===== src/rtl/pixel_pkg.sv =====
// Shared widths, frame size, opcode and payload/state types for the pixel output path.
package pixel_pkg;

  localparam int unsigned DATA_W       = 8;
  localparam int unsigned ADDR_W       = 19;
  localparam int unsigned FRAME_PIXELS = 304200;

  localparam logic [4:0] OP_GP = 5'd10;

  typedef struct packed {
    logic [ADDR_W-1:0] addr;
    logic [DATA_W-1:0] data;
  } pix_entry_t;

  typedef enum logic [1:0] {
    RUN   = 2'd0,
    DRAIN = 2'd1,
    DONE  = 2'd2
  } flush_state_t;

endpackage


===== src/rtl/sync_fifo.sv =====
// Single-clock FIFO with registered storage; head is read straight from the array, no fall-through.
module sync_fifo #(
  parameter int unsigned WIDTH = 8,
  parameter int unsigned DEPTH = 16,
  localparam int unsigned AW   = $clog2(DEPTH),
  localparam int unsigned PW   = AW + 1
) (
  input  logic             clk,
  input  logic             rst_n,
  input  logic             push,
  input  logic [WIDTH-1:0] wdata,
  input  logic             pop,
  output logic [WIDTH-1:0] rdata,
  output logic             full,
  output logic             empty,
  output logic [PW-1:0]    count
);

  logic [WIDTH-1:0] mem_q [DEPTH];
  logic [WIDTH-1:0] mem_d [DEPTH];
  logic [PW-1:0]    wr_ptr_q, wr_ptr_d;
  logic [PW-1:0]    rd_ptr_q, rd_ptr_d;

  // Extra pointer MSB distinguishes full from empty when the indices match.
  assign empty = (wr_ptr_q == rd_ptr_q);
  assign full  = (wr_ptr_q[AW] != rd_ptr_q[AW]) && (wr_ptr_q[AW-1:0] == rd_ptr_q[AW-1:0]);
  assign count = wr_ptr_q - rd_ptr_q;
  assign rdata = mem_q[rd_ptr_q[AW-1:0]];

  always_comb begin
    mem_d    = mem_q;
    wr_ptr_d = wr_ptr_q;
    rd_ptr_d = rd_ptr_q;
    if (push && !full) begin
      mem_d[wr_ptr_q[AW-1:0]] = wdata;
      wr_ptr_d                = wr_ptr_q + PW'(1);
    end
    if (pop && !empty) begin
      rd_ptr_d = rd_ptr_q + PW'(1);
    end
  end

  always_ff @(posedge clk or negedge rst_n) begin
    if (!rst_n) begin
      mem_q    <= '{default: '0};
      wr_ptr_q <= '0;
      rd_ptr_q <= '0;
    end else begin
      mem_q    <= mem_d;
      wr_ptr_q <= wr_ptr_d;
      rd_ptr_q <= rd_ptr_d;
    end
  end

endmodule


===== src/rtl/pixel_out_buffer.sv =====
// Buffers GP pixel stores from MEM as {address, pixel} pairs and streams them to the image sink;
// owns the frame address counter, the flush sequence, the done pulses and the sticky overflow flag.
module pixel_out_buffer
  import pixel_pkg::DATA_W, pixel_pkg::ADDR_W, pixel_pkg::pix_entry_t,
         pixel_pkg::flush_state_t, pixel_pkg::RUN, pixel_pkg::DRAIN, pixel_pkg::DONE;
#(
  parameter int unsigned FRAME_PIXELS = pixel_pkg::FRAME_PIXELS,
  parameter int unsigned DEPTH        = 16
) (
  input  logic              clk,
  input  logic              rst,
  input  logic              PixWrEn,
  input  logic [DATA_W-1:0] PixData,
  input  logic              FlushReq,
  input  logic              OutReady,
  output logic              OutValid,
  output logic [DATA_W-1:0] OutData,
  output logic [ADDR_W-1:0] OutAddr,
  output logic              Stall,
  output logic              FrameDone,
  output logic              FlushDone,
  output logic              Overflow
);

  localparam int unsigned PTR_W = $clog2(DEPTH) + 1;

  pix_entry_t       wr_entry, rd_entry;
  logic             push, pop, full, empty;
  logic [PTR_W-1:0] count;

  flush_state_t      state_q, state_d;
  logic [ADDR_W-1:0] wr_addr_q, wr_addr_d;
  logic              frame_done_q, frame_done_d;
  logic              flush_done_q, flush_done_d;
  logic              overflow_q, overflow_d;

  assign Stall    = full || (state_q != RUN);
  assign push     = PixWrEn && !Stall;
  assign OutValid = !empty;
  assign pop      = OutValid && OutReady;
  assign wr_entry = '{addr: wr_addr_q, data: PixData};

  assign OutData   = rd_entry.data;
  assign OutAddr   = rd_entry.addr;
  assign FrameDone = frame_done_q;
  assign FlushDone = flush_done_q;
  assign Overflow  = overflow_q;

  sync_fifo #(
    .WIDTH ($bits(pix_entry_t)),
    .DEPTH (DEPTH)
  ) u_fifo (
    .clk   (clk),
    .rst_n (rst),
    .push  (push),
    .wdata (wr_entry),
    .pop   (pop),
    .rdata (rd_entry),
    .full  (full),
    .empty (empty),
    .count (count)
  );

  // Flush sequencing, frame address counter and status flags.
  always_comb begin
    state_d      = state_q;
    wr_addr_d    = wr_addr_q;
    flush_done_d = 1'b0;
    frame_done_d = pop && (rd_entry.addr == ADDR_W'(FRAME_PIXELS - 1));
    overflow_d   = overflow_q || (PixWrEn && Stall);

    if (push) begin
      wr_addr_d = (wr_addr_q == ADDR_W'(FRAME_PIXELS - 1)) ? '0 : wr_addr_q + ADDR_W'(1);
    end

    case (state_q)
      RUN: begin
        if (FlushReq) state_d = DRAIN;
      end
      DRAIN: begin
        if (count == '0) begin
          state_d      = DONE;
          flush_done_d = 1'b1;
        end
      end
      DONE: begin
        state_d   = RUN;
        wr_addr_d = '0;
      end
      default: state_d = RUN;
    endcase
  end

  always_ff @(posedge clk or negedge rst) begin
    if (!rst) begin
      state_q      <= RUN;
      wr_addr_q    <= '0;
      frame_done_q <= 1'b0;
      flush_done_q <= 1'b0;
      overflow_q   <= 1'b0;
    end else begin
      state_q      <= state_d;
      wr_addr_q    <= wr_addr_d;
      frame_done_q <= frame_done_d;
      flush_done_q <= flush_done_d;
      overflow_q   <= overflow_d;
    end
  end

endmodule


===== config.mk =====
export PLATFORM = sky130hd
export DESIGN_NAME = pixel_out_buffer
export DESIGN_NICKNAME = d
export VERILOG_FILES = /design/src/rtl/pixel_pkg.sv /design/src/rtl/sync_fifo.sv /design/src/rtl/pixel_out_buffer.sv
export SDC_FILE = /design/constraint.sdc
export NUM_CORES = 1
export LEC_CHECK = 0
export ABC_AREA = 0
export BUFFER_PORTS_ARGS = -buffer_cell sky130_fd_sc_hd__buf_2
export CAP_MARGIN = 5
export CORE_UTILIZATION = 45
export DETAILED_ROUTE_END_ITERATION = 16
export GPL_ROUTABILITY_DRIVEN = 1
export PLACE_DENSITY = 0.71
export SETUP_SLACK_MARGIN = 0.05
export SLEW_MARGIN = 20
export SYNTH_ARGS = -nofsm -noshare
export SYNTH_HDL_FRONTEND = slang
export SYNTH_HIERARCHICAL = 1
export SYNTH_SLANG_ARGS = --single-unit

===== constraint.sdc =====
create_clock -name clk -period 4.2 [get_ports clk]
set_clock_uncertainty 0.1 [all_clocks]
set_input_delay 0.63 -clock clk [delete_from_list [all_inputs] [get_ports clk]]
set_output_delay 0.63 -clock clk [all_outputs]
set_load 0.02 [all_outputs]

==> impl_metrics.csv <==
group,metric,value,unit
global_route,track_usage,20.6,%
clock_network,hold_buffers,0,
routing,first_iter_violations,822,
synthesis,synth_flop_cell,"dfrtp_1",
status,status,"finished, final reports clean",
layout,area_growth,11.8,%
timing,worstMarginPinSlew,959,ps
clock_network,htreeDepth,2,
placed_design,port_buffers,44,
worst_setup_path,r2r_slack,260,ps
power,total_power,14300,uW
floorplanning,start_util,45.5,%
synthesis,synth_seq_cells,466,
timing,finalHoldViolations,0,
floorplanning,rows,80,
worst_setup_path,critPathKind,"register to register",
synthesis,synthesis.area,0.0217,sq mm
synthesis,syn_inst,1410,
power,total_leakage_power,0.0115,uW
clock_network,cts_resized,0,
routing,ant_nets,0,
flow_run,max_cap_viol_count,0,
floorplanning,boundaryPins,45,
timing,setup_viol,0,
placed_design,dp_hpwl,30100,microns
layout,drive_gt1_share,50.6,%
timing,finalHoldWorstSlack,3.59,ps
routing,wire_per_inst,23.5,microns
worst_setup_path,cp-endpoint,"u_fifo/mem_q[311]$_DFFE_PN0P_",
clock_network,clk-insertion-delay-late,580,ps
placed_design,dpl.cell_count,2006,
routing,viasPerCell,5.95,
routing,drt_wl_total,49200,microns
worst_setup_path,r2r_start,"u_fifo/rd_ptr_q[2]$_DFFE_PN0P_",
worst_setup_path,startpoint,"u_fifo/rd_ptr_q[2]$_DFFE_PN0P_",
timing,finalCritPeriodShare,93.9,%
timing,rsz0062_at_grt,"false",
global_route,grt_max_degree,112,
floorplanning,die_h,221,microns
timing,setup_tns,0,ps
floorplanning,core,0.0476,sq mm
clock_network,post_cts_buffers,0,
floorplanning,die_w,221,microns
global_route,antenna_found_initial,0,
clock_network,clock-root-buffer,"clkbuf_16",
worst_setup_path,cp-start-kind,"register",
layout,fill_cells,3970,
layout,antenna_cells,0,
synthesis,syn_area_per_cell,15.4,sq um
worst_setup_path,critPathMaxFanout,27,
synthesis,synth_edf_count,0,
clock_network,cts.sinks,466,
timing,max_slew_margin,36.0,%
worst_setup_path,r2r.worst_path.cells,11,
clock_network,numCtsBuffers,48,
synthesis,ys_seq_area_share,53.8,%
layout,final_nets,1465,
timing,drv_slew,0,
routing,vias,12500,
clock_network,clk_pin_slew,60,ps
synthesis,synth.yosys.warnings,6,
power,peakVddDrop,601,uV
synthesis,ys_async_sr_fraction,100,%
layout,utilization,50.8,%
layout,fin_cells,2094,
clock_network,clock_path_buffers,3,
floorplanning,die_area,0.0490,sq mm
routing,dr.pass1.iters,5,
clock_network,cts_tree,"done",
global_route,grt_pass1_wl,79000,microns
synthesis,syn-num-nets,1434,
global_route,grt_pass1_vias,13400,
timing,min_period,3940,ps
worst_setup_path,r2r_end,"u_fifo/mem_q[311]$_DFFE_PN0P_",
power,p_per_area,592,mW/mm^2
min_path,hold_class,"input pin to async pin",
worst_setup_path,required,4550,ps
placed_design,gp_congestion,0.800,
routing,drc_errors,0,
timing,max_freq,0.254,GHz
synthesis,synth.distinct_cells,58,
global_route,gr-total-overflow,0,
worst_setup_path,crit_arrival,4290,ps
worst_setup_path,end_kind,"register",
-- final cells by class --
class / count / area [sq um] / area share [%]
clock inverter: 15 / 164 / 0.677
timing repair buffer: 87 / 707 / 2.92
clock buffer: 73 / 1480 / 6.10
sequential: 466 / 11700 / 48.2
inverter: 12 / 45.0 / 0.186
tap: 615 / 769 / 3.18
multi-input combinational: 826 / 9390 / 38.8
-- layout by cell type (no fill, tap or decap), types with 3 or more instances in the layout --
cell	netlist	final
clkbuf_8	0	14
nor3_4	4	4
buf_12	2	12
o21ai_1	7	7
and4_2	3	3
o21ai_0	10	10
nand3_1	10	10
nand2_1	54	54
bufinv_16	0	3
mux2_2	412	412
and3_2	2	3
o31ai_1	4	4
clkinv_2	0	10
ha_1	10	10
nor2_4	0	4
nor4b_1	6	6
buf_2	30	43
nor3_1	4	4
inv_1	11	11
xnor2_1	9	9
clkbuf_1	48	9
and3_1	6	5
nor2b_1	4	4
mux4_2	108	108
a31oi_1	3	3
nand3_2	8	8
clkbuf_16	0	50
dfrtp_1	466	464
nor4bb_1	4	4
a21oi_1	8	8
buf_4	5	30
a22o_1	5	5
nor2_1	23	19
mux2_4	20	20
nand4_1	9	9
a21o_1	4	4
a22oi_1	55	55
and2_1	3	3
-- cells in the mapped netlist, types with 2 or more instances --
master,n,area [sq um]
nor2_1,23,86.3
o31ai_1,4,30.0
xnor2_1,9,78.8
a31oi_1,3,18.8
mux2_1,2,22.5
buf_1,4,15.0
nand3_1,10,50.1
mux4_2,108,2430
a21o_1,4,30.0
a22oi_1,55,413
a22o_1,5,43.8
a21oi_1,8,40.0
a211oi_4,2,40.0
and3_1,6,37.5
xor2_1,2,17.5
nor2b_1,4,25.0
buf_2,30,150
or4_1,2,15.0
or2_2,2,12.5
and2_1,3,18.8
ha_1,10,125
mux2_2,412,4640
or3_1,6,37.5
o21ai_1,7,35.0
nor4b_1,6,52.6
nor3_4,4,65.1
mux2_4,20,300
dfrtp_1,466,11700
and3_2,2,15.0
nand3_2,8,80.1
clkbuf_1,48,180
nand4_1,9,56.3
and4_2,3,30.0
nor4bb_1,4,40.0
inv_1,11,41.3
o21ai_0,10,50.1
buf_4,5,37.5
buf_6,16,180
nand2_1,54,203
buf_12,2,40.0
nor3_1,4,20.0
-- worst min-delay path by stage --
stage,from,to,slack (ps),cells past startpoint
5_1_grt,rst,u_fifo/mem_q[292]$_DFFE_PN0P_,50,1
6_report,rst,u_fifo/mem_q[156]$_DFFE_PN0P_,4,1
3_5_place_dp,Overflow$_DFF_PN0_,Overflow$_DFF_PN0_,360,1
2_1_floorplan,rst,FlushDone$_DFF_PN0_,230,0
4_1_cts,rst,u_fifo/mem_q[292]$_DFFE_PN0P_,40,1
3_3_place_gp,Overflow$_DFF_PN0_,Overflow$_DFF_PN0_,340,1
-- cells by family after synthesis --
| family | after synthesis | synth area share [%] |
|---|---|---|
| multiplexers | 542 | 34.1 |
| buffers and inverters | 118 | 3.03 |
| adder cells (fa/ha/maj) | 11 | 0.670 |
| AND/OR/NAND/NOR | 156 | 4.16 |
| XOR/XNOR | 13 | 0.595 |
| AO/OA/AOI/OAI | 104 | 3.58 |
| flip-flops | 466 | 53.8 |
-- registers in the layout, indices dropped and copies added (netlist names) --
signal           flops
wr_addr_q           19
Overflow             1
u_fifo/mem_q       432
FrameDone            1
u_fifo/wr_ptr_q      5
u_fifo/rd_ptr_q      5
state_q              2
FlushDone            1
-- critical path, cell delays in order, from the launching register on --
cell and delay (ps):
dfrtp_1 500, inv_1 190, ha_1 380, and4_4 240
nand2_2 90, inv_2 100, nor2b_1 250, nand2_1 170
inv_1 380, nand2_1 110, or3_2 860, mux2_2 430
-- report_power, final --
part,total (uW),internal (uW),switching (uW)
Sequential,5920,5340,585
Combinational,4070,1960,2110
Clock,4350,2610,1750
-- metrics by stage --
step / setup WS, ps / area [sq um]
final: 258 / 24200
after global routing: 58.4 / 24200
after detailed placement: 245 / 22600
after floorplan: 577 / 21700
after CTS: 153 / 24200
after global placement: 388 / 22600
-- metal layers --
metal	wire length, microns	GRT usage, %	vias to the layer above	share of wire, %
li1	-	-	5346	-
met3	2680	3.05	72	5.4
met1	22400	30.0	6718	46
met2	23000	32.2	319	47
met5	0	0	-	0
met4	1120	6.18	0	2.3
Power figures use the tool's default switching activity.
